## src/rtl/mio_bus_ctrl_if.sv

```systemverilog
// CPU data-port bus between the core and the memory/IO controller.
// The controller uses the slave view; the CPU (or a bench) uses the master view.
interface mio_bus_ctrl_if;
  logic        cpu_req;
  logic        cpu_we;
  logic [31:0] cpu_addr;
  logic [31:0] cpu_wdata;
  logic [31:0] cpu_rdata;
  logic        cpu_ready;
  logic        bus_err;

  modport master (
    output cpu_req, cpu_we, cpu_addr, cpu_wdata,
    input  cpu_rdata, cpu_ready, bus_err
  );

  modport slave (
    input  cpu_req, cpu_we, cpu_addr, cpu_wdata,
    output cpu_rdata, cpu_ready, bus_err
  );
endinterface

```

## src/rtl/mio_bus_ctrl.sv

```systemverilog
// Memory/IO bus controller: decodes CPU accesses to block RAM (with wait states),
// a GPIO port and a free-running 32-bit timer whose wrap raises int_out.
module mio_bus_ctrl #(
  parameter int RAM_WAIT = 2,
  parameter int ADDR_W   = 10,
  parameter int LED_W    = 16,
  parameter int SW_W     = 16
) (
  input  logic              clk,
  input  logic              rst_n,
  mio_bus_ctrl_if.slave     cpu,
  output logic [ADDR_W-1:0] ram_addr,
  output logic [31:0]       ram_wdata,
  output logic              ram_en,
  output logic              ram_we,
  input  logic [31:0]       ram_rdata,
  input  logic [SW_W-1:0]   sw_in,
  output logic [LED_W-1:0]  led_out,
  output logic              int_out
);

  typedef enum logic [1:0] {
    ST_IDLE   = 2'd0,
    ST_ACCESS = 2'd1,
    ST_WAIT   = 2'd2,
    ST_DONE   = 2'd3
  } state_t;

  localparam logic [3:0]  RGN_RAM       = 4'h0;
  localparam logic [3:0]  RGN_GPIO      = 4'hE;
  localparam logic [3:0]  RGN_TMR       = 4'hF;
  localparam logic [3:0]  WAIT_LAST     = 4'(RAM_WAIT - 1);
  localparam logic [31:0] UNMAPPED_DATA = 32'hDEAD_BEEF;

  state_t            state_r, state_s;
  logic [3:0]        wait_cnt_r, wait_cnt_s;
  logic [ADDR_W-1:0] addr_r;
  logic [31:0]       wdata_r;
  logic              we_r;
  logic [31:0]       cap_r;
  logic              accept_s;
  logic              ram_en_s, ram_we_s, done_s, err_s, led_wr_s, tmr_wr_s;
  logic [31:0]       rdata_s;
  logic              ram_en_r, ram_we_r, ready_r, err_r, int_r;
  logic [31:0]       rdata_r, timer_r;
  logic [LED_W-1:0]  led_r;
  logic              unused_s;

  assign accept_s  = (state_r == ST_IDLE) && cpu.cpu_req;
  assign ram_addr  = addr_r;
  assign ram_wdata = wdata_r;
  assign ram_en    = ram_en_r;
  assign ram_we    = ram_we_r;
  assign led_out   = led_r;
  assign int_out   = int_r;
  assign cpu.cpu_rdata = rdata_r;
  assign cpu.cpu_ready = ready_r;
  assign cpu.bus_err   = err_r;
  // Address bits outside the RAM word index and the GPIO offset alias away.
  assign unused_s = ^{cpu.cpu_addr[27:ADDR_W+2], cpu.cpu_addr[1:0]};

  // Next-state and per-transition strobes; IO accesses resolve on the accept edge.
  always_comb begin
    state_s    = state_r;
    wait_cnt_s = wait_cnt_r;
    ram_en_s   = 1'b0;
    ram_we_s   = 1'b0;
    done_s     = 1'b0;
    err_s      = 1'b0;
    led_wr_s   = 1'b0;
    tmr_wr_s   = 1'b0;
    rdata_s    = 32'd0;
    case (state_r)
      ST_IDLE: begin
        if (cpu.cpu_req) begin
          case (cpu.cpu_addr[31:28])
            RGN_RAM: begin
              state_s  = ST_ACCESS;
              ram_en_s = 1'b1;
              ram_we_s = cpu.cpu_we;
            end
            RGN_GPIO: begin
              state_s = ST_DONE;
              done_s  = 1'b1;
              if (cpu.cpu_we) begin
                led_wr_s = ~cpu.cpu_addr[2];
              end else if (cpu.cpu_addr[2]) begin
                rdata_s = 32'(led_r);
              end else begin
                rdata_s = 32'(sw_in);
              end
            end
            RGN_TMR: begin
              state_s = ST_DONE;
              done_s  = 1'b1;
              if (cpu.cpu_we) begin
                tmr_wr_s = 1'b1;
              end else begin
                rdata_s = timer_r;
              end
            end
            default: begin
              state_s = ST_DONE;
              done_s  = 1'b1;
              err_s   = 1'b1;
              rdata_s = cpu.cpu_we ? 32'd0 : UNMAPPED_DATA;
            end
          endcase
        end else begin
          state_s = ST_IDLE;
        end
      end
      ST_ACCESS: begin
        if (RAM_WAIT > 0) begin
          state_s    = ST_WAIT;
          wait_cnt_s = 4'd0;
        end else begin
          state_s = ST_DONE;
          done_s  = 1'b1;
          rdata_s = we_r ? 32'd0 : ram_rdata;
        end
      end
      ST_WAIT: begin
        if (wait_cnt_r == WAIT_LAST) begin
          state_s    = ST_DONE;
          done_s     = 1'b1;
          wait_cnt_s = 4'd0;
          rdata_s    = we_r ? 32'd0 : cap_r;
        end else begin
          wait_cnt_s = wait_cnt_r + 4'd1;
        end
      end
      ST_DONE: state_s = ST_IDLE;
      default: state_s = ST_IDLE;
    endcase
  end

  // FSM state, wait counter, latched request and captured RAM data.
  always_ff @(posedge clk or negedge rst_n) begin
    if (!rst_n) begin
      state_r    <= ST_IDLE;
      wait_cnt_r <= 4'd0;
      addr_r     <= {ADDR_W{1'b0}};
      wdata_r    <= 32'd0;
      we_r       <= 1'b0;
      cap_r      <= 32'd0;
    end else begin
      state_r    <= state_s;
      wait_cnt_r <= wait_cnt_s;
      if (accept_s) begin
        addr_r  <= cpu.cpu_addr[ADDR_W+1:2];
        wdata_r <= cpu.cpu_wdata;
        we_r    <= cpu.cpu_we;
      end
      if (state_r == ST_ACCESS) begin
        cap_r <= ram_rdata;
      end
    end
  end

  // Registered bus and RAM strobes so every output is glitch-free.
  always_ff @(posedge clk or negedge rst_n) begin
    if (!rst_n) begin
      ram_en_r <= 1'b0;
      ram_we_r <= 1'b0;
      ready_r  <= 1'b0;
      err_r    <= 1'b0;
      rdata_r  <= 32'd0;
    end else begin
      ram_en_r <= ram_en_s;
      ram_we_r <= ram_we_s;
      ready_r  <= done_s;
      err_r    <= err_s;
      rdata_r  <= rdata_s;
    end
  end

  // LED output register.
  always_ff @(posedge clk or negedge rst_n) begin
    if (!rst_n) begin
      led_r <= {LED_W{1'b0}};
    end else if (led_wr_s) begin
      led_r <= cpu.cpu_wdata[LED_W-1:0];
    end
  end

  // Timer: a CPU load replaces the increment and never counts as a wrap.
  always_ff @(posedge clk or negedge rst_n) begin
    if (!rst_n) begin
      timer_r <= 32'd0;
      int_r   <= 1'b0;
    end else if (tmr_wr_s) begin
      timer_r <= cpu.cpu_wdata;
      int_r   <= 1'b0;
    end else begin
      timer_r <= timer_r + 32'd1;
      int_r   <= (timer_r == 32'hFFFF_FFFF);
    end
  end

endmodule

```

## src/flat_wrapper.sv

```systemverilog
// flat-port wrapper written by rule: the top's interface ports become plain ports
module mio_bus_ctrl_flat 
#(
  parameter int RAM_WAIT = 2,
  parameter int ADDR_W   = 10,
  parameter int LED_W    = 16,
  parameter int SW_W     = 16
)
  (clk, rst_n, ram_addr, ram_wdata, ram_en, ram_we, ram_rdata, sw_in, led_out, int_out, cpu_cpu_req, cpu_cpu_we, cpu_cpu_addr, cpu_cpu_wdata, cpu_cpu_rdata, cpu_cpu_ready, cpu_bus_err);
  mio_bus_ctrl_if cpu_i ();
  input  logic clk;
  input  logic rst_n;
  output logic [ADDR_W-1:0] ram_addr;
  output logic [31:0] ram_wdata;
  output logic ram_en;
  output logic ram_we;
  input  logic [31:0] ram_rdata;
  input  logic [SW_W-1:0] sw_in;
  output logic [LED_W-1:0] led_out;
  output logic int_out;
  input wire logic [$bits(cpu_i.cpu_req)-1:0] cpu_cpu_req;
  input wire logic [$bits(cpu_i.cpu_we)-1:0] cpu_cpu_we;
  input wire logic [$bits(cpu_i.cpu_addr)-1:0] cpu_cpu_addr;
  input wire logic [$bits(cpu_i.cpu_wdata)-1:0] cpu_cpu_wdata;
  output wire logic [$bits(cpu_i.cpu_rdata)-1:0] cpu_cpu_rdata;
  output wire logic [$bits(cpu_i.cpu_ready)-1:0] cpu_cpu_ready;
  output wire logic [$bits(cpu_i.bus_err)-1:0] cpu_bus_err;
  assign cpu_i.cpu_req = cpu_cpu_req;
  assign cpu_i.cpu_we = cpu_cpu_we;
  assign cpu_i.cpu_addr = cpu_cpu_addr;
  assign cpu_i.cpu_wdata = cpu_cpu_wdata;
  assign cpu_cpu_rdata = cpu_i.cpu_rdata;
  assign cpu_cpu_ready = cpu_i.cpu_ready;
  assign cpu_bus_err = cpu_i.bus_err;
  mio_bus_ctrl #(.RAM_WAIT(RAM_WAIT), .ADDR_W(ADDR_W), .LED_W(LED_W), .SW_W(SW_W)) u_core (.clk(clk), .rst_n(rst_n), .cpu(cpu_i), .ram_addr(ram_addr), .ram_wdata(ram_wdata), .ram_en(ram_en), .ram_we(ram_we), .ram_rdata(ram_rdata), .sw_in(sw_in), .led_out(led_out), .int_out(int_out));
endmodule
```

## config.mk

```make
export PLATFORM = sky130hd
export DESIGN_NAME = mio_bus_ctrl_flat
export DESIGN_NICKNAME = d
export VERILOG_FILES = /design/src/rtl/mio_bus_ctrl_if.sv /design/src/rtl/mio_bus_ctrl.sv /design/src/flat_wrapper.sv
export SDC_FILE = /design/constraint.sdc
export NUM_CORES = 1
export LEC_CHECK = 0
export ABC_CLOCK_PERIOD_IN_PS = 2360
export BUFFER_PORTS_ARGS = -buffer_cell sky130_fd_sc_hd__buf_4
export CAP_MARGIN = 15
export CORE_ASPECT_RATIO = 0.75
export CORE_MARGIN = 2
export CORE_UTILIZATION = 40
export DETAILED_ROUTE_END_ITERATION = 10
export GPL_TIMING_DRIVEN = 0
export MAX_ROUTING_LAYER = met4
export PLACE_DENSITY = 0.74
export SLEW_MARGIN = 0
export SYNTH_ARGS = -nofsm -noshare
export SYNTH_HDL_FRONTEND = slang
export SYNTH_SLANG_ARGS = --single-unit
```

## constraint.sdc

```tcl
create_clock -name clk -period 2.36 [get_ports clk]
set_input_delay 0.472 -clock clk [delete_from_list [all_inputs] [get_ports clk]]
set_output_delay 0.472 -clock clk [all_outputs]
set_load 0.02 [all_outputs]
```

## After elaboration in Yosys (flattened, before gate mapping)

Cells that the tools add are included.

- Flip-flop bits (word level): 166
- Latch bits: 0
- Bits in writable memories: 0
- Bits in read-only memories: 0
- Input port bits: 116
- Output and inout bits: 95
- Logic and storage cells: 68
- Memories kept: 0

- $add $sub $neg: 2
- Multiply operators: 0
- Divide/modulo/power cells: 0
- Order comparisons: 0
- Equal/unequal tests: 8
- Shift-type cells: 0
- Muxes and demuxes: 38
- Bitwise logic cells: 1
- Reduce and logical (&&, ||, !) cells: 5

Operators with widths:

| operator | number |
|---|---|
| two-way mux 32 bit | 7 |
| one-hot mux 32 bit (3 select lines) | 1 |
| one-hot mux 32 bit (2 select lines) | 1 |
| adder 32 x 1 -> 32 bit, second input constant | 1 |
| == test 32 bit, second input constant | 1 |
| two-way mux 1 bit | 21 |
| two-way mux 16 bit | 1 |
| == test 4 bit, second input constant | 2 |
| one-hot mux 2 bit (4 select lines) | 1 |
| one-hot mux 4 bit (2 select lines) | 1 |
| two-way mux 2 bit | 3 |
| adder 4 x 1 -> 4 bit, second input constant | 1 |
| == test 2 bit, second input constant | 2 |
| == test 4 x 1 -> 1 bit, second input constant | 1 |
| zero test 4 bit | 1 |
| two-way mux 4 bit | 1 |
| OR reduction 3 bit | 1 |
| == test 2 x 1 -> 1 bit, second input constant | 1 |
| zero test 2 bit | 1 |
| inequality test 2 x 1 -> 1 bit, second input constant | 1 |
| one-hot mux 1 bit (2 select lines) | 1 |
| nonzero test 2 bit | 1 |
| logical AND 1 bit | 1 |
| inverter 1 bit | 1 |

## Logic depth before layout (Yosys ltp)

- Depth after elaboration: 5
- Mapped depth: 9

## Worst setup path after synthesis

Ideal clock, no wire load.

- Path type: flip-flop to flip-flop
- Start point: reg u_core.state_r[0]
- End point: reg u_core.led_r[10], in the netlist u_core.led_out[10]
- Setup time: 0.125 ns
- Arrival: 1.956 ns
- Data required time: 2.235 ns
- Setup slack: 0.279 ns
- Stages on the path, launching flop included: 8
- Clock period less this slack: 2.081 ns
- Cell sequence: dfrtp_1 > inv_1 > ha_1 > and2_1 > nand2_1 > nor4_2 > buf_2 > mux2_2

- Word-level cells in the longest chain between the ends: 2

Ends and longest elaborated chain:

| element | RTL line | RTL |
|---|---|---|
| from (decl) | mio_bus_ctrl.sv:35 | `state_t state_r, state_s;` |
| from (signal assigned) | mio_bus_ctrl.sv:148 | `state_r <= state_s;` |
| zero test 2 bit | mio_bus_ctrl.sv:73 | `case (state_r)` |
| two-way mux 1 bit | mio_bus_ctrl.sv:73 |  |
| to (signal assigned) | mio_bus_ctrl.sv:181 | `led_r <= {LED_W{1'b0}};` |
| to (signal assigned) | mio_bus_ctrl.sv:183 | `led_r <= cpu.cpu_wdata[LED_W-1:0];` |
| to (decl) | mio_bus_ctrl.sv:46 | `logic [LED_W-1:0] led_r;` |

No other way between the ends.
A chain may end at the register's enable or synchronous reset.

## Final worst setup path

- Start point: reg u_core.state_r[0]
- End point: reg u_core.led_r[8], in the netlist u_core.led_out[8]

The elaborated chain is that of the path after synthesis.

==> metrics.yaml <==
worst_hold_path:
  hold_end: "u_core.timer_r[25]"
  hold_start: "cpu_cpu_wdata[25]"
  hp-class: "in2reg"
  hold_path_depth: 3
synth:
  synth_top_flop_cell: "dfrtp_1"
  synth_top_area_share_pct: 57.7
  synth_seq_area_share_pct: 57.7
  synth_fp_nets: 710
  synth_cell_types: 45
  synthTopCellsByArea: "dfrtp_1 (58%), mux2_2 (16%), o21ai_0 (3.3%), nand2_1 (2.9%), xnor2_1 (2.1%)"
  syn_inst: 588
  yosysWarnings: 0
  syn_avg_cell_area_um2: 12.2
  syn_area_mm2: 0.00719
  ys_ff_latch: 166
  synth_top_cell_by_area: "dfrtp_1"
  synth-async-reset-ratio_pct: 100
  synth_enable_flop_cells: 0
cts:
  cts_tree: "yes"
  clockBufferDepth: 2
  clk_pin_slew_ns: 0.07
  numCtsBuffers: 17
  ctsHtreeMaxLevel: 4
  cts_root_buf: "clkbuf_16"
  clkSinkCount: 166
  worstSkewPairLatency_ns: 0.43
drt:
  drt_wl_total_um: 19700
  wl_per_cell_um: 18.7
  antenna_left: 0
  dr.pass1.iters: 5
  num_vias: 5417
  drc_errors: 0
  drtIter0Drc: 397
  routed_via_density: 5.13
timing:
  worst_slew_pin_slew_ns: 0.800
  fin_crit_sh_pct: 93.9
  min_period_ns: 2.22
  fmax_mhz: 451
  slew_violations: 0
  clock-skew-final_ns: 0.0127
  slew_headroom_pct: 46.2
  hold_viol_final: 0
  holdWs_ns: 0.252
  setup_viol: 0
  rsz0062_at_grt: "no"
grt:
  grt_pass1_wl_um: 30800
  grt_usage_pct: 22.0
  first_global_vias: 5520
  grt-ovfl-total: 0
  grt_max_degree: 119
  antenna_found_initial: 0
power:
  vdd_drop_max_v: 0.000581
  p_leak_nw: 4.36
  p_total_mw: 11.7
  power_per_cell_area_mw_per_mm2: 1210
worst_setup_path:
  cp-start-kind: "flop"
  cp_max_fo: 10
  critPathArrivalTime_ns: 2.52
  worstReg2RegStart: "u_core.state_r[0]"
  reg2reg_to: "u_core.led_out[8]"
  r2r_cells: 7
  cp-end-kind: "flop"
  rrSetupSlack_ns: 0.14
  critPathKind: "reg2reg"
  required_ns: 2.67
placement:
  placed_cell_area_mm2: 0.00896
  dpl.hpwl_um: 14400
  io_buffers: 191
  dp_cells: 1022
  place.gp.congestion: 0.886
final_layout:
  final_area_mm2: 0.00961
  num-nets-final: 922
  fillers: 1523
  diodes: 0
  fin_cells: 1055
  final_common_cell: "buf_4"
  final_cell_mix: "buf_4 (191), dfrtp_1 (166), mux2_2 (105), nand2_1 (56), o21ai_0 (47)"
  drive_above_1_share_pct: 43.4
  area_growth_pct: 33.6
floorplan:
  dieWidth_um: 159
  row_count: 42
  core_area_mm2: 0.0176
  io_pins: 211
  floorplan.initialDensity_pct: 40.9
  die_h_um: 120
  die_area_mm2: 0.0191
status:
  status: "completed"
run:
  maxCapViolCount: 0
## layout make-up
class	instances	area, µm²	share of cell area [%]
clock buffers	20	457	4.75
flip-flops and latches	166	4150	43.2
plain buffers	31	141	1.47
multi-input cells	382	2900	30.2
repair buffers	194	1490	15.5
inverters	8	30.0	0.313
well taps	242	303	3.15
clock inverters	12	139	1.45
## stage by stage
stage | setup WS (ns) | util [%] | TNS (ns)
final | 0.143 | 54.6 | 0
after global routing | 0.0232 | 54.6 | 0
after CTS | 0.0439 | 54.5 | 0
after detailed placement | -0.327 | 50.9 | -11.63
after global placement | -0.335 | 50.7 | -24.74
after floorplan | 0.279 | - | 0
## Yosys cell counts, types with 2 or more instances
cell      count
o21ai_0      47
buf_1         6
a22o_1        5
mux2i_1       5
nor3_1       10
ha_1          6
nor4_1        4
a221o_1      11
nand2b_1      5
inv_1         8
xor2_1       13
a22oi_1      12
o22ai_1       2
xnor2_1      17
nand2_1      56
nand4_1       8
and3_1        6
nand3_1      13
clkbuf_1     24
nor4_2        2
dfrtp_1     166
mux2_2      105
nor2_1       20
a21oi_1      16
## layer usage
layer  up-vias  part of all wire, %  track usage, %
li1       2525                    -               -
met1      2685                   49            31.1
met2       186                   44            31.8
met3        21                  6.0            6.05
met4         0                 0.97            4.76
met5         -                    0               -
## repair_timing
item                                   CTS  global route
endpoints found under the hold margin   48             0
hold buffers                             1             0
resized for setup                        7            14
cloned                                   0             0
pin swaps                                1             0
setup endpoints to repair               58            54
buffers inserted                         1             0
## worst max-delay path by stage
stage / start / depth (start not counted) / to
2_1_floorplan: u_core.state_r[0] / 7 / u_core.led_out[10]
3_3_place_gp: cpu_cpu_addr[2] / 6 / u_core.cpu.cpu_rdata[12]
3_5_place_dp: cpu_cpu_addr[2] / 6 / u_core.cpu.cpu_rdata[12]
4_1_cts: u_core.state_r[0] / 9 / u_core.cpu.cpu_rdata[15]
5_1_grt: u_core.state_r[0] / 7 / u_core.led_out[11]
6_report: u_core.state_r[0] / 7 / u_core.led_out[8]
## sequential cells by signal, indices dropped and copies added, names as in the netlist, 2 cells and up
name / flops
u_core.led_out: 16
u_core.state_r: 2
u_core.cap_r: 32
u_core.ram_wdata: 32
u_core.cpu.cpu_rdata: 32
u_core.wait_cnt_r: 4
u_core.ram_addr: 10
u_core.timer_r: 32
## worst max-delay path, stage by stage (launching register included)
cell and delay (ns):
dfrtp_1 0.40, inv_1 0.09, ha_1 0.21, and2_1 0.18, nand2_1 0.16, nor4_4 0.38
clkbuf_4 0.32, mux2_2 0.35
## report_power, final
part | switching [mW] | internal (mW)
clock network | 1.20 | 1.63
logic | 2.03 | 2.00
registers | 0.868 | 3.94
## cell families (layout without fill, tap and decap cells)
family	Yosys count	after routing	share of synthesized area [%]
AO/OA/AOI/OAI	99	99	8.56
XOR/XNOR	30	30	3.65
adder cells (fa/ha/maj)	6	6	1.04
buffers and inverters	40	265	2.21
flip-flops	166	166	57.7
multiplexers	110	110	17.1
AND/OR/NAND/NOR	137	137	9.65
No activity file was read; power rests on OpenSTA's default activity.
